`src/rtl/ff_apb_timer.sv`:
```
// ff_apb_timer: APB programmable down-counting timer with prescaler,
// auto-reload and a level interrupt. Zero-wait-state slave.
//
// Optional feature: define FF_APB_TIMER_CAPTURE_EN to add the capture input,
// the CAPTURE register (0x10) and STATUS[1] CAPTURED.
//
// Register map (paddr[4:2]):
//   0x00 CTRL    RW  [0] EN, [1] AUTO_RELOAD, [2] IRQ_EN, [8+:PRESCALE_W] PRESCALE
//   0x04 LOAD    RW  reload value; a write also loads COUNT and clears the prescaler
//   0x08 COUNT   RO  current count
//   0x0C STATUS  W1C [0] EXPIRED, [1] CAPTURED
//   0x10 CAPTURE RO  COUNT latched on a capture rising edge
module ff_apb_timer #(
  parameter int WIDTH      = 32,
  parameter int PRESCALE_W = 8
) (
  input  logic        pclk,
  input  logic        presetn,
  input  logic [19:0] paddr,
  input  logic        pwrite,
  input  logic        psel,
  input  logic        penable,
  input  logic [31:0] pwdata,
`ifdef FF_APB_TIMER_CAPTURE_EN
  input  logic        capture,
`endif
  output logic [31:0] prdata,
  output logic        irq
);

  localparam logic [2:0] OFS_CTRL    = 3'd0;
  localparam logic [2:0] OFS_LOAD    = 3'd1;
  localparam logic [2:0] OFS_COUNT   = 3'd2;
  localparam logic [2:0] OFS_STATUS  = 3'd3;
  localparam logic [2:0] OFS_CAPTURE = 3'd4;

  logic                  en;
  logic                  auto_reload;
  logic                  irq_en;
  logic [PRESCALE_W-1:0] prescale;
  logic [WIDTH-1:0]      load;
  logic [WIDTH-1:0]      count;
  logic [PRESCALE_W-1:0] pcnt;
  logic                  expired;
  logic                  captured;
  logic [WIDTH-1:0]      capture_q;

  logic [2:0] addr;
  logic       wr_en;
  logic       ctrl_wr;
  logic       load_wr;
  logic       status_wr;
  logic       tick;
  logic       tick_eff;
  logic       expire;

  assign addr      = paddr[4:2];
  assign wr_en     = psel & penable & pwrite;
  assign ctrl_wr   = wr_en & (addr == OFS_CTRL);
  assign load_wr   = wr_en & (addr == OFS_LOAD);
  assign status_wr = wr_en & (addr == OFS_STATUS);

  // A tick is suppressed when a LOAD write or an EN-clearing CTRL write lands
  // on the same edge: the bus write has priority over the counter.
  assign tick     = en & (pcnt == prescale);
  assign tick_eff = tick & ~load_wr & ~(ctrl_wr & ~pwdata[0]);
  assign expire   = tick_eff & (count == '0);

  // Only paddr[4:2] is decoded and pwdata above the register widths is dropped.
  logic unused_bits;
  assign unused_bits = ^{paddr[19:5], paddr[1:0], pwdata};

  // CTRL register: bus writes win over the one-shot auto-disable.
  // NOTE: sequential state uses non-blocking (<=) so every flop samples pre-edge values.
  always_ff @(posedge pclk or negedge presetn) begin
    if (!presetn) begin
      en          <= 1'b0;
      auto_reload <= 1'b0;
      irq_en      <= 1'b0;
      prescale    <= '0;
    end else if (ctrl_wr) begin
      en          <= pwdata[0];
      auto_reload <= pwdata[1];
      irq_en      <= pwdata[2];
      prescale    <= pwdata[8 +: PRESCALE_W];
    end else if (expire && !auto_reload) begin
      en <= 1'b0;
    end
  end

  // LOAD register.
  always_ff @(posedge pclk or negedge presetn) begin
    if (!presetn) begin
      load <= '0;
    end else if (load_wr) begin
      load <= pwdata[WIDTH-1:0];
    end
  end

  // Prescaler: free-runs 0..PRESCALE while enabled; cleared on LOAD writes,
  // on an EN 0->1 or EN-clearing CTRL write, and whenever disabled.
  always_ff @(posedge pclk or negedge presetn) begin
    if (!presetn) begin
      pcnt <= '0;
    end else if (load_wr || !en || tick || (ctrl_wr && !(en && pwdata[0]))) begin
      pcnt <= '0;
    end else begin
      pcnt <= pcnt + 1'b1;
    end
  end

  // Down counter: LOAD write first, then decrement / reload on a tick.
  always_ff @(posedge pclk or negedge presetn) begin
    if (!presetn) begin
      count <= '0;
    end else if (load_wr) begin
      count <= pwdata[WIDTH-1:0];
    end else if (tick_eff) begin
      if (count != '0) begin
        count <= count - 1'b1;
      end else if (auto_reload) begin
        count <= load;
      end
    end
  end

  // EXPIRED flag: set beats a simultaneous write-1-to-clear.
  always_ff @(posedge pclk or negedge presetn) begin
    if (!presetn) begin
      expired <= 1'b0;
    end else if (expire) begin
      expired <= 1'b1;
    end else if (status_wr && pwdata[0]) begin
      expired <= 1'b0;
    end
  end

`ifdef FF_APB_TIMER_CAPTURE_EN
  logic cap_s1;
  logic cap_s2;
  logic cap_s3;
  logic cap_rise;

  assign cap_rise = cap_s2 & ~cap_s3;

  // Two-flop synchroniser plus one delay flop for rising-edge detection.
  always_ff @(posedge pclk or negedge presetn) begin
    if (!presetn) begin
      cap_s1 <= 1'b0;
      cap_s2 <= 1'b0;
      cap_s3 <= 1'b0;
    end else begin
      cap_s1 <= capture;
      cap_s2 <= cap_s1;
      cap_s3 <= cap_s2;
    end
  end

  // CAPTURE register and CAPTURED flag; set beats a simultaneous clear.
  always_ff @(posedge pclk or negedge presetn) begin
    if (!presetn) begin
      capture_q <= '0;
      captured  <= 1'b0;
    end else if (cap_rise) begin
      capture_q <= count;
      captured  <= 1'b1;
    end else if (status_wr && pwdata[1]) begin
      captured  <= 1'b0;
    end
  end
`else
  assign capture_q = '0;
  assign captured  = 1'b0;
`endif

  assign irq = irq_en & (expired | captured);

  // Read mux: combinational, valid through setup and access phases.
  // NOTE: the default assignment first keeps this block free of latches.
  always_comb begin
    prdata = '0;
    if (psel) begin
      case (addr)
        OFS_CTRL: begin
          prdata[0]               = en;
          prdata[1]               = auto_reload;
          prdata[2]               = irq_en;
          prdata[8 +: PRESCALE_W] = prescale;
        end
        OFS_LOAD:    prdata[WIDTH-1:0] = load;
        OFS_COUNT:   prdata[WIDTH-1:0] = count;
        OFS_STATUS:  prdata[1:0]       = {captured, expired};
        OFS_CAPTURE: prdata[WIDTH-1:0] = capture_q;
        default:     prdata            = '0;
      endcase
    end
  end

endmodule

```
`config.mk`:
```
export PLATFORM = sky130hd
export DESIGN_NAME = ff_apb_timer
export DESIGN_NICKNAME = d
export VERILOG_FILES = /design/src/rtl/ff_apb_timer.sv
export SDC_FILE = /design/constraint.sdc
export NUM_CORES = 1
export LEC_CHECK = 0
export ABC_AREA = 1
export BUFFER_PORTS_ARGS = -buffer_cell sky130_fd_sc_hd__buf_2
export CORE_MARGIN = 4
export CORE_UTILIZATION = 57
export DETAILED_ROUTE_END_ITERATION = 8
export GPL_TIMING_DRIVEN = 0
export PLACE_DENSITY = 0.9
export SLEW_MARGIN = 0
export SYNTH_ARGS = -nofsm -noshare
export SYNTH_HDL_FRONTEND = slang
export SYNTH_SLANG_ARGS = --single-unit
```
`constraint.sdc`:
```
create_clock -name pclk -period 1.9 [get_ports pclk]
set_input_delay 0.285 -clock pclk [delete_from_list [all_inputs] [get_ports pclk]]
set_output_delay 0.285 -clock pclk [all_outputs]
set_load 0.005 [all_outputs]
```
**Word level (Yosys, flattened, before mapping)**

Index checks and enable logic that the tools add are counted.

- Register bits after elaboration: 84
- Output and inout port bits: 33
- Logic and storage cells: 61

- Bitwise operators: 14
- $add $sub $neg: 2
- Reduce and logical (&&, ||, !) cells: 18
- Multiplexer cells: 15
- Equality and inequality tests: 4

Operators with widths:

| kind | number |
|---|---|
| 2-to-1 mux 32 bit | 5 |
| zero test 32 bit | 1 |
| case mux 16 bit (2 select lines) | 1 |
| nonzero test 32 bit | 1 |
| subtractor 32 x 1 -> 32 bit, second input constant | 1 |
| case mux 8 bit (3 select lines) | 1 |
| bitwise AND 1 bit | 11 |
| case mux 5 bit (2 select lines) | 1 |
| adder 8 x 1 -> 8 bit, second input constant | 1 |
| equality test 8 bit | 1 |
| 2-to-1 mux 8 bit | 1 |
| case mux 2 bit (4 select lines) | 1 |
| equality test 3 x 2 -> 1 bit, second input constant | 2 |
| nonzero test 2 bit | 3 |
| logical AND 1 bit | 4 |
| 2-to-1 mux 1 bit | 4 |
| equality test 3 x 1 -> 1 bit, second input constant | 1 |
| zero test 1 bit | 3 |
| zero test 3 bit | 1 |
| logical OR 1 bit | 3 |
| inverter 1 bit | 3 |
| case mux 1 bit (3 select lines) | 1 |
| nonzero test 3 bit | 1 |
| AND reduction 2 bit | 1 |

**Depth between registers and ports, before layout**

- Word-level depth: 10
- Depth in mapped cells: 13
- Gate-level depth less buffers: 13

**Least setup slack after synthesis**

OpenSTA, ideal clock, no wires.

- Path kind: register to register
- Start point: reg count[0]
- End point: reg count[11]
- Arrival time: 1.545 ns
- Stages on the path, launching flop included: 11
- Setup slack: 0.238 ns
- Required time: 1.784 ns
- Cells stage by stage: dfrtp_1 > inv_1 > ha_1 > nand3_1 > nor2_2 > nand4_4 > nor2_2 > o21ai_2 > buf_6 > nand2_1 > nand2_1

- Word-level cells in the longest chain between the ends: 4

RTL lines:

| element | RTL line | text |
|---|---|---|
| from (decl) | 42 | `logic [WIDTH-1:0] count;` |
| from (signal assigned) | 117 | `count <= pwdata[WIDTH-1:0];` |
| from (signal assigned) | 120 | `count <= count - 1'b1;` |
| from (signal assigned) | 122 | `count <= load;` |
| subtractor 32 x 1 -> 32 bit / nonzero test 32 bit (equally long branches) | 120, 119 |  |
| 2-to-1 mux 32 bit | 119 | `if (count != '0) begin` |
| 2-to-1 mux 32 bit | 118 | `end else if (tick_eff) begin` |
| 2-to-1 mux 32 bit | 116 | `end else if (load_wr) begin` |

Parallel ways exist; a longest one is shown, timed or not. The select of a mux whose other input is x is not followed.
A chain may end at the register's enable or synchronous reset.

**Final worst setup path**

- Start point: reg count[0]
- End point: reg count[1]

Same word-level chain as after synthesis.

==> results.tsv <==
metric	value	unit
status	finished, violations left	
failing checks	DRC, setup timing	
DR pass1 iterations	9	
clock latency at the later pin of the worst-skew pair	0.37	ns
CP endpoint kind	flip-flop	
All-Layer GR Usage	0.311	
Yosys warnings	0	
Flop pwr share	0.291	
first-pass GRT wire length	27900	um
fin nets	1055	
DP HPWL	13000	um
fin. max-slew vios	0	
initial antenna violation count	0	
fin crit share	1.02	
FP Rows	36	
most common library cells after synthesis	nand2_1, dfrtp_1, nor2_1	
Mapped Nets	938	
vias in the first global route	5597	
top-area cell type share of the netlist area	0.373	
Critical Path AT	2.24	ns
most frequent cell after synthesis	nand2_1	
minimum clock period	1.94	ns
footprint of the multi-input gates	3310	sq um
Max-cap violations	0	
Setup CP Type	flip-flop to flip-flop	
# fillers	782	
critical path launch point	count[0]	
io pins	90	
Placed Cells	1084	
Post-synth EDFFs	0	
Post-synth ARST share	1.00	
internal power	5.17	mW
final setup margin	-0.0357	ns
reg-to-reg startpoint	count[0]	
area grow syn2layout	25.0	%
initial core utilization	0.581	
# diodes	0	
Die Wd	107	um
Unique masters post-synth	36	
Core Region	9680	sq um
clk sink count	84	
PortBufs	72	
cell count after synthesis	878	
largest net degree at the start of global routing	61	
Die Span Y	107	um
Clock Tree Root	clkbuf_8	
total number of vias	6382	
TritonCTS buffer count	9	
GPL Wtd Cong	1.02	
Power Dens Cells	1460	nW/um^2
clock skew	0.0135	ns
Routed Antenna Nets	0	
clock tree buffer depth	2	
slew margin rel.	0.549	
clock-pin slew on the worst setup and hold paths	0.09	ns
Final Core Density	0.727	
worst-margin pin slew	0.677	ns
NetSw	5.13	mW
combinational fraction of design power	0.563	
Peak VDD IR	791	uV
Post-Syn Area	5630	sq um
# DRC	4	
CTS tree	built	
clock share of power	0.145	
Data required, critical path	2.21	ns
share of layout cells above drive strength 1	0.246	
leading area contributor after synthesis	dfrtp_1	
reg2reg path depth	11	
register area share after synthesis	0.373	
ys flop type	dfrtp_1	
DR WL/cell	16.5	um
switch share	0.498	
total grt overflow	0	
register area	2120	sq um
DRT iter0 DRCs	706	
PnR Total Power	10.3	mW
Final Hold Fails	0	
Reg2Reg Setup Slack	-0.04	ns
Setup TNS	-0.422	ns
worst reg2reg path endpoint	count[1]	
final number of setup-violating endpoints	24	
CP Max Fanout	8	
Leak	3.78	nW
register bit total from synthesis	84	
drt total wl	18600	um
upper clock frequency limit	517	MHz
Final Non-Filler Cells	1133	
Post-Syn Area per Cell	6.41	sq um
RSZ-0062 raised after global routing	true	
die area	11500	sq um
top post-synthesis cells by area	dfrtp_1, nand2_1, nor2_1, inv_1, nand3_1	
post-DR vias/cell	5.63	
critical path startpoint category	flip-flop	
htree depth	3	
Critical path destination	count[1]	
worst hold path class	primary input to flip-flop	
==> routing by layer <==
layer	global-route usage	up-vias	share of wire
li1	-	2978	-
met1	0.435	2951	0.41
met2	0.482	386	0.44
met3	0.0624	67	0.11
met4	0.111	0	0.038
met5	0	-	0
==> worst max-delay path, cell delays in order, from the launching register on <==
cell and delay, ns:
dfrtp_1 0.41, inv_2 0.13, ha_4 0.17, nand2_2 0.08, nor2_4 0.15, nand2_2 0.08
nor2_4 0.28, nand3_4 0.14, nand2_8 0.15, clkbuf_16 0.17, nand2_1 0.05, nand2_1 0.07
==> worst min path at each step <==
stage	start	to	slack, ns	cells after the start
finish	pwdata[6]	load[6]	0.13	3
global route	pwdata[9]	prescale[1]	0.14	3
CTS	pwdata[6]	load[6]	0.14	3
detailed placement	presetn	load[27]	0.21	1
global placement	load[24]	load[24]	0.48	2
floorplan	presetn	auto_reload	-0.01	0
==> timing repair <==
| action | 4_1_cts | 5_1_grt |
|---|---|---|
| hold buffers | 1 | 0 |
| buffers inserted | 10 | 18 |
| resized for setup | 22 | 86 |
| cloned | 1 | 3 |
| setup endpoints to repair | 60 | 55 |
| pin swaps | 9 | 36 |
| hold endpoints to repair | 24 | 0 |
==> metrics by stage <==
stage / cell area [sq um] / hold slack [ns] / setup WS [ns]
3_5_place_dp: 6190 / 0.211 / -0.446
3_3_place_gp: 6160 / 0.476 / -0.419
5_1_grt: 7040 / 0.138 / -0.119
6_report: 7040 / 0.133 / -0.0357
2_1_floorplan: 5630 / -0.0106 / 0.238
4_1_cts: 6580 / 0.138 / 0.000616
==> cell usage in the layout, fill, tap and decap left out, types with 5 or more instances in the layout <==
cell type,netlist,routed
a21oi_1,23,23
buf_2,7,79
buf_4,1,27
buf_6,7,7
clkbuf_1,13,7
clkbuf_8,0,9
dfrtp_1,84,68
dfrtp_2,0,16
inv_1,72,69
inv_2,2,5
nand2_1,413,379
nand2_2,6,36
nand3_1,49,49
nand4_1,9,9
nor2_1,80,67
nor2_2,13,18
nor2_4,7,15
o21ai_0,41,40
o22ai_1,8,8
xnor2_1,5,5
xor2_1,10,10
==> final cells by class <==
type | instances | area share
clock inverters | 7 | 0.0148
plain buffers | 30 | 0.0297
well taps | 133 | 0.0236
flip-flops and latches | 84 | 0.301
clock buffers | 9 | 0.0176
multi-input cells | 690 | 0.470
inverters | 74 | 0.0395
repair buffers | 106 | 0.103
==> flip-flops by register name (all words and copies together) (netlist names) <==
| signal | flops |
|---|---|
| irq_en | 1 |
| count | 32 |
| pcnt | 8 |
| expired | 1 |
| auto_reload | 1 |
| prescale | 8 |
| load | 32 |
| en | 1 |
==> kinds of logic (layout without fill, tap and decap cells) <==
family	count (synthesis)	after routing	share of synthesized area
compound gates	82	82	0.0791
xor+xnor	15	15	0.0233
fa+ha+maj	3	3	0.00667
buf+inv	104	226	0.0809
flops	84	84	0.373
simple gates	590	590	0.437
==> power by group through the flow <==
stage / Combinational, mW / Clock (mW) / Sequential (mW)
6_report: 5.80 / 1.50 / 3.00
5_1_grt: 6.34 / 1.58 / 3.06
4_1_cts: 4.90 / 1.50 / 2.85
3_5_place_dp: 4.65 / 0 / 2.88
3_3_place_gp: 4.59 / 0 / 2.86
2_1_floorplan: 3.56 / 0 / 2.71
Power figures use the tool's default switching activity.
